--- src/rtl/fdiv_seq.sv ---
// Multicycle binary32 divider: radix-2 restoring mantissa iteration, RNE rounding,
// fixed latency of ITER+2 cycles from accept to done for every operand class.
module fdiv_seq #(
    parameter int ITER = 26
) (
    input  logic        clk,
    input  logic        rst,
    input  logic        start,
    input  logic [31:0] a,
    input  logic [31:0] b,
    output logic        busy,
    output logic        done,
    output logic [31:0] s,
    output logic        invalid,
    output logic        DZ,
    output logic        OF,
    output logic        UF,
    output logic        NX
);
    // Handshake: start is accepted only on a rising edge where busy=0; busy then stays
    // high through the single-cycle done pulse, so start during the done cycle is dropped.
    typedef enum logic [1:0] {IDLE, DIV, ROUND} state_t;
    localparam logic [4:0] LAST = 5'(ITER - 1);

    state_t             state;
    logic [4:0]         cnt;
    logic               sign;
    logic [7:0]         ea, eb;
    logic [23:0]        mb;
    logic [24:0]        r;
    logic [ITER-1:0]    q;
    logic               sp;
    logic [31:0]        sp_s;
    logic               sp_inv, sp_dz;

    // operand classification at accept; subnormals count as zero
    logic        a_zero, b_zero, a_inf, b_inf, a_nan, b_nan, a_snan, b_snan;
    logic        cls_sp, cls_inv, cls_dz;
    logic [31:0] cls_s;

    always_comb begin
        a_zero  = (a[30:23] == 8'd0);
        b_zero  = (b[30:23] == 8'd0);
        a_inf   = (a[30:23] == 8'hFF) && (a[22:0] == 23'd0);
        b_inf   = (b[30:23] == 8'hFF) && (b[22:0] == 23'd0);
        a_nan   = (a[30:23] == 8'hFF) && (a[22:0] != 23'd0);
        b_nan   = (b[30:23] == 8'hFF) && (b[22:0] != 23'd0);
        a_snan  = a_nan && !a[22];
        b_snan  = b_nan && !b[22];
        cls_sp  = 1'b1;
        cls_inv = 1'b0;
        cls_dz  = 1'b0;
        cls_s   = {a[31] ^ b[31], 31'd0};
        if (a_nan || b_nan || (a_zero && b_zero) || (a_inf && b_inf)) begin
            cls_s   = 32'h7FC00000;
            cls_inv = a_snan || b_snan || (a_zero && b_zero) || (a_inf && b_inf);
        end else if (b_zero) begin
            cls_s  = {a[31] ^ b[31], 8'hFF, 23'd0};
            cls_dz = !a_inf;
        end else if (a_inf) begin
            cls_s = {a[31] ^ b[31], 8'hFF, 23'd0};
        end else if (b_inf || a_zero) begin
            cls_s = {a[31] ^ b[31], 31'd0};
        end else begin
            cls_sp = 1'b0;
        end
    end

    logic        ge;
    logic [24:0] rsub;

    always_comb begin
        ge   = (r >= {1'b0, mb});
        rsub = ge ? (r - {1'b0, mb}) : r;
    end

    // normalise and round; with q[msb]=1 the bit below guard joins the sticky
    logic        msb, guard, sticky, inc, carry, ovf, unf;
    logic [22:0] frac_pre;
    logic [23:0] frac_sum;
    logic [9:0]  e_pre, e_fin;

    always_comb begin
        msb      = q[ITER-1];
        frac_pre = msb ? q[ITER-2 -: 23] : q[ITER-3 -: 23];
        guard    = msb ? q[1] : q[0];
        sticky   = (r != 25'd0) || (msb && q[0]);
        e_pre    = {2'b00, ea} - {2'b00, eb} + (msb ? 10'd127 : 10'd126);
        inc      = guard && (sticky || frac_pre[0]);
        frac_sum = {1'b0, frac_pre} + {23'd0, inc};
        carry    = frac_sum[23];
        e_fin    = e_pre + {9'd0, carry};
        ovf      = ($signed(e_fin) >= 10'sd255);
        unf      = ($signed(e_fin) <= 10'sd0);
    end

    always_ff @(posedge clk) begin
        if (rst) begin
            state   <= IDLE;
            cnt     <= 5'd0;
            busy    <= 1'b0;
            done    <= 1'b0;
            s       <= 32'd0;
            invalid <= 1'b0;
            DZ      <= 1'b0;
            OF      <= 1'b0;
            UF      <= 1'b0;
            NX      <= 1'b0;
            sign    <= 1'b0;
            ea      <= 8'd0;
            eb      <= 8'd0;
            mb      <= 24'd0;
            r       <= 25'd0;
            q       <= '0;
            sp      <= 1'b0;
            sp_s    <= 32'd0;
            sp_inv  <= 1'b0;
            sp_dz   <= 1'b0;
        end else begin
            case (state)
                IDLE: begin
                    done <= 1'b0;
                    busy <= 1'b0;
                    if (start && !busy) begin
                        busy    <= 1'b1;
                        state   <= DIV;
                        cnt     <= 5'd0;
                        invalid <= 1'b0;
                        DZ      <= 1'b0;
                        OF      <= 1'b0;
                        UF      <= 1'b0;
                        NX      <= 1'b0;
                        sign    <= a[31] ^ b[31];
                        ea      <= a[30:23];
                        eb      <= b[30:23];
                        mb      <= {1'b1, b[22:0]};
                        r       <= {2'b01, a[22:0]};
                        q       <= '0;
                        sp      <= cls_sp;
                        sp_s    <= cls_s;
                        sp_inv  <= cls_inv;
                        sp_dz   <= cls_dz;
                    end
                end
                DIV: begin
                    q   <= {q[ITER-2:0], ge};
                    r   <= {rsub[23:0], 1'b0};
                    cnt <= cnt + 5'd1;
                    if (cnt == LAST) state <= ROUND;
                end
                ROUND: begin
                    done  <= 1'b1;
                    state <= IDLE;
                    if (sp) begin
                        s       <= sp_s;
                        invalid <= sp_inv;
                        DZ      <= sp_dz;
                    end else if (ovf) begin
                        s  <= {sign, 8'hFF, 23'd0};
                        OF <= 1'b1;
                        NX <= 1'b1;
                    end else if (unf) begin
                        s  <= {sign, 31'd0};
                        UF <= 1'b1;
                        NX <= 1'b1;
                    end else begin
                        s  <= {sign, e_fin[7:0], frac_sum[22:0]};
                        NX <= guard || sticky;
                    end
                end
                default: state <= IDLE;
            endcase
        end
    end
endmodule
--- config.mk ---
export PLATFORM = sky130hd
export DESIGN_NAME = fdiv_seq
export DESIGN_NICKNAME = d
export VERILOG_FILES = /design/src/rtl/fdiv_seq.sv
export SDC_FILE = /design/constraint.sdc
export NUM_CORES = 1
export LEC_CHECK = 0
export CORE_MARGIN = 2
export CORE_UTILIZATION = 40
export DETAILED_ROUTE_END_ITERATION = 12
export PLACE_DENSITY = 0.58
export SYNTH_ARGS = -nofsm -noshare
export SYNTH_HDL_FRONTEND = slang
export SYNTH_SLANG_ARGS = --single-unit
--- constraint.sdc ---
create_clock -name clk -period 5.2 [get_ports clk]
set_clock_uncertainty 0.1 [all_clocks]
set_input_delay 0.78 -clock clk [delete_from_list [all_inputs] [get_ports clk]]
set_output_delay 0.78 -clock clk [all_outputs]
set_load 0.02 [all_outputs]
==> flow_summary.ini <==
[run_status]
status = finished, final reports clean

[sta]
max_freq_mhz = 212
hold_ws_ns = 0.354
timing.final.crit_period_ns = 4.71
finalSetupViolations = 0
final-max-slew-violation-count = 0
final.setup.worst_slack_ns = 0.491
hold_viol_final = 0
tns_ns = 0
finalCritPeriodShare_pct = 90.6
tightest_slew_ns = 1.11
rsz0062_at_grt = no
maxSlewHeadroom_pct = 26.0

[global_route]
grt_pass1_wl_um = 37900
grt-ovfl-total = 0
antenna_found_initial = 0
track_usage_pct = 20.9
grt_max_degree = 79
grt_pass1_vias = 7365

[clock_tree]
cts-resized-gates = 0
clockBufferDepth = 2
clk_pin_slew_ns = 0.06
cts_root_buf = clkbuf_16
cts_buffers = 17
cts_tree = yes
clock_latency_ns = 0.43
htreeDepth = 4
postCtsHoldBufs = 0
post_cts_buffers = 0
numClockSinks = 144

[synth]
yosys_warnings = 0
synth_compound_area_share_pct = 25.8
yosys.area_share.xor_xnor_pct = 3.94
synthAdderAreaFrac_pct = 5.92
synth_nets = 1217
synthFlopType = dfxtp_1
synth_seq_area_share_pct = 33.4
netlist_instances = 1111
synth_edf_count = 0
avgSynthCellArea_um2 = 7.77
yosys.area_share.simple_pct = 22.9
synth_area_um2 = 8630
ys_types = 76
synthArstFlopShare_pct = 0
synth_top_area_share_pct = 33.4
muxShareOfSynthArea_pct = 2.45
synth-seq-cells = 144
yosys-top-cells-area = dfxtp_1 33%, nand2_1 8.6%, a21oi_1 7.0%
synth_top_area_cell = dfxtp_1
synth_top_family_by_area = compound AO/OA/AOI/OAI gates

[critical_path]
critical_path_class = reg -> reg
arrival_ns = 4.93
critPathRequiredTime_ns = 5.42
endpoint_kind = register
crit_path_max_fanout = 22
critPathLaunchType = register

[place]
routabilityCongestion = 0.845
place_area_um2 = 9850
dp_slack_ns = 0.454
dpl.hpwl_um = 17200
port-buffer-count = 105

[floorplan]
initial_core_util_pct = 40.9
dieWidth_um = 151
dieArea_um2 = 22800
core_um2 = 21100
die_y_um = 151
rows = 53
io_pins = 106

[layout]
antenna_cells = 0
regArea_um2 = 2880
fill_cells = 2124
drive_above_1_share_pct = 6.63
nNetsFinal = 1285
area_growth_pct = 20.9
multiInputGateArea_um2 = 5280
stdcell_area_um2 = 10400

[drt]
met1Wirelength_um = 11500
drc = 0
wl_met3_um = 1010
wl_per_cell_um = 16.1
top_layer = met4
ant_nets = 0
drt_first_pass_iters = 5
drt_iter0_markers = 458
dr_total_vias = 8118
routed_wl_um = 23600
wl_met2_um = 10900
vias_per_cell = 5.53

[min_path]
hp-class = reg -> reg

[flow_run]
cap_violations = 0

[pwr]
ir_drop_mv = 0.252
p_leak_nw = 3.81
powerDensity_nw_per_um2 = 354
## routing by layer
layer	up-vias	global-route usage (%)
li1	4147	-
met3	11	4.01
met1	3794	28.6
met2	166	34.4
met4	0	4.21
met5	-	0
## registers in the layout (all words and copies together) (netlist names), 3 cells and up
register	count
r	25
cnt	5
sp_s	3
s	32
eb	8
ea	8
mb	24
q	26
## cell usage after synthesis, drive strengths merged, types with 3 or more instances
| master | instances |
|---|---|
| a2111oi | 3 |
| a211oi | 28 |
| a21boi | 3 |
| a21o | 13 |
| a21oi | 120 |
| a22o | 46 |
| a311oi | 12 |
| a31o | 16 |
| a31oi | 8 |
| and2 | 9 |
| and3 | 7 |
| and4 | 3 |
| buf | 13 |
| clkbuf | 54 |
| dfxtp | 144 |
| fa | 3 |
| ha | 36 |
| inv | 54 |
| mux2i | 20 |
| nand2 | 197 |
| nand2b | 16 |
| nand3 | 23 |
| nand3b | 3 |
| nand4 | 13 |
| nor2 | 56 |
| nor2b | 15 |
| nor3 | 27 |
| nor4 | 21 |
| o211ai | 5 |
| o21a | 4 |
| o21ai | 45 |
| o21bai | 3 |
| o31ai | 5 |
| o41ai | 3 |
| or2 | 5 |
| or3 | 3 |
| or4 | 7 |
| xnor2 | 25 |
| xor2 | 13 |
## path summary, 6_finish.rpt
kind	from	end	slack [ns]	cells past startpoint
setup / recovery	q[25]$_SDFFE_PP0P_	s[9]$_SDFFE_PP0P_	0.49	17
hold / removal	sp_dz$_SDFFE_PP0P_	sp_dz$_SDFFE_PP0P_	0.35	2
setup reg to reg	q[25]$_SDFFE_PP0P_	s[9]$_SDFFE_PP0P_	0.49	17
hold reg to reg	sp_dz$_SDFFE_PP0P_	sp_dz$_SDFFE_PP0P_	0.35	2
## critical path: stages, from the launching register on
cell and delay, ns:
dfxtp_2 0.48, nand2_1 0.14, a2111oi_1 0.50, and3_1 0.29, and4b_1 0.27, nand2_1 0.10
or2_1 0.26, nor3_1 0.30, fa_1 0.25, inv_1 0.05, ha_1 0.22, xnor2_1 0.26
and4b_1 0.22, o211a_1 0.16, nand2_1 0.05, a21oi_1 0.32, and4bb_4 0.38, a22o_1 0.25
## layout make-up
class	instances	area share (%)
clock inverters	15	1.49
multi-input cells	846	50.7
flip-flops and latches	144	27.7
clock buffers	17	4.08
well taps	275	3.30
repair buffers	116	10.8
inverters	54	1.94
## logic make-up after synthesis
kind of cell    after synthesis
xor+xnor                     38
mux                          21
simple gates                416
fa+ha+maj                    39
compound gates              332
flops                       144
buf+inv                     121
## layout by cell type (no fill, tap or decap), types with 4 or more instances in the layout
cell / count
clkdlybuf4s50_1: 104
xnor2_1: 24
o31ai_1: 5
and2_1: 8
o21ai_0: 43
o21a_1: 4
or4_1: 6
nor4_1: 21
o211ai_1: 5
nand2b_1: 16
a211oi_1: 27
ha_1: 36
mux2i_1: 20
a21oi_1: 120
nand3_1: 23
nand2_1: 197
xor2_1: 13
a21o_1: 13
nor2b_1: 14
a22o_1: 46
nand4_1: 13
inv_1: 54
a31o_2: 16
nor3_1: 25
clkinvlp_4: 5
and3_1: 7
a311oi_1: 11
clkbuf_16: 17
a31oi_1: 8
dfxtp_1: 143
buf_4: 12
nor2_1: 54
## power breakdown
group	internal, W	switching (W)
combinational	0.000511	0.000754
sequential	0.00116	0.0000585
clock	0.000672	0.000531
## stage by stage
stage | cells | utilization (%) | power (W)
2_1_floorplan | 1111 | - | 0.00219
6_report | 1467 | 49.4 | 0.00369
3_3_place_gp | 1435 | 46.7 | 0.00250
3_5_place_dp | 1435 | 46.7 | 0.00250
4_1_cts | 1467 | 49.4 | 0.00371
5_1_grt | 1467 | 49.4 | 0.00393
No activity file was read; power rests on OpenSTA's default activity.
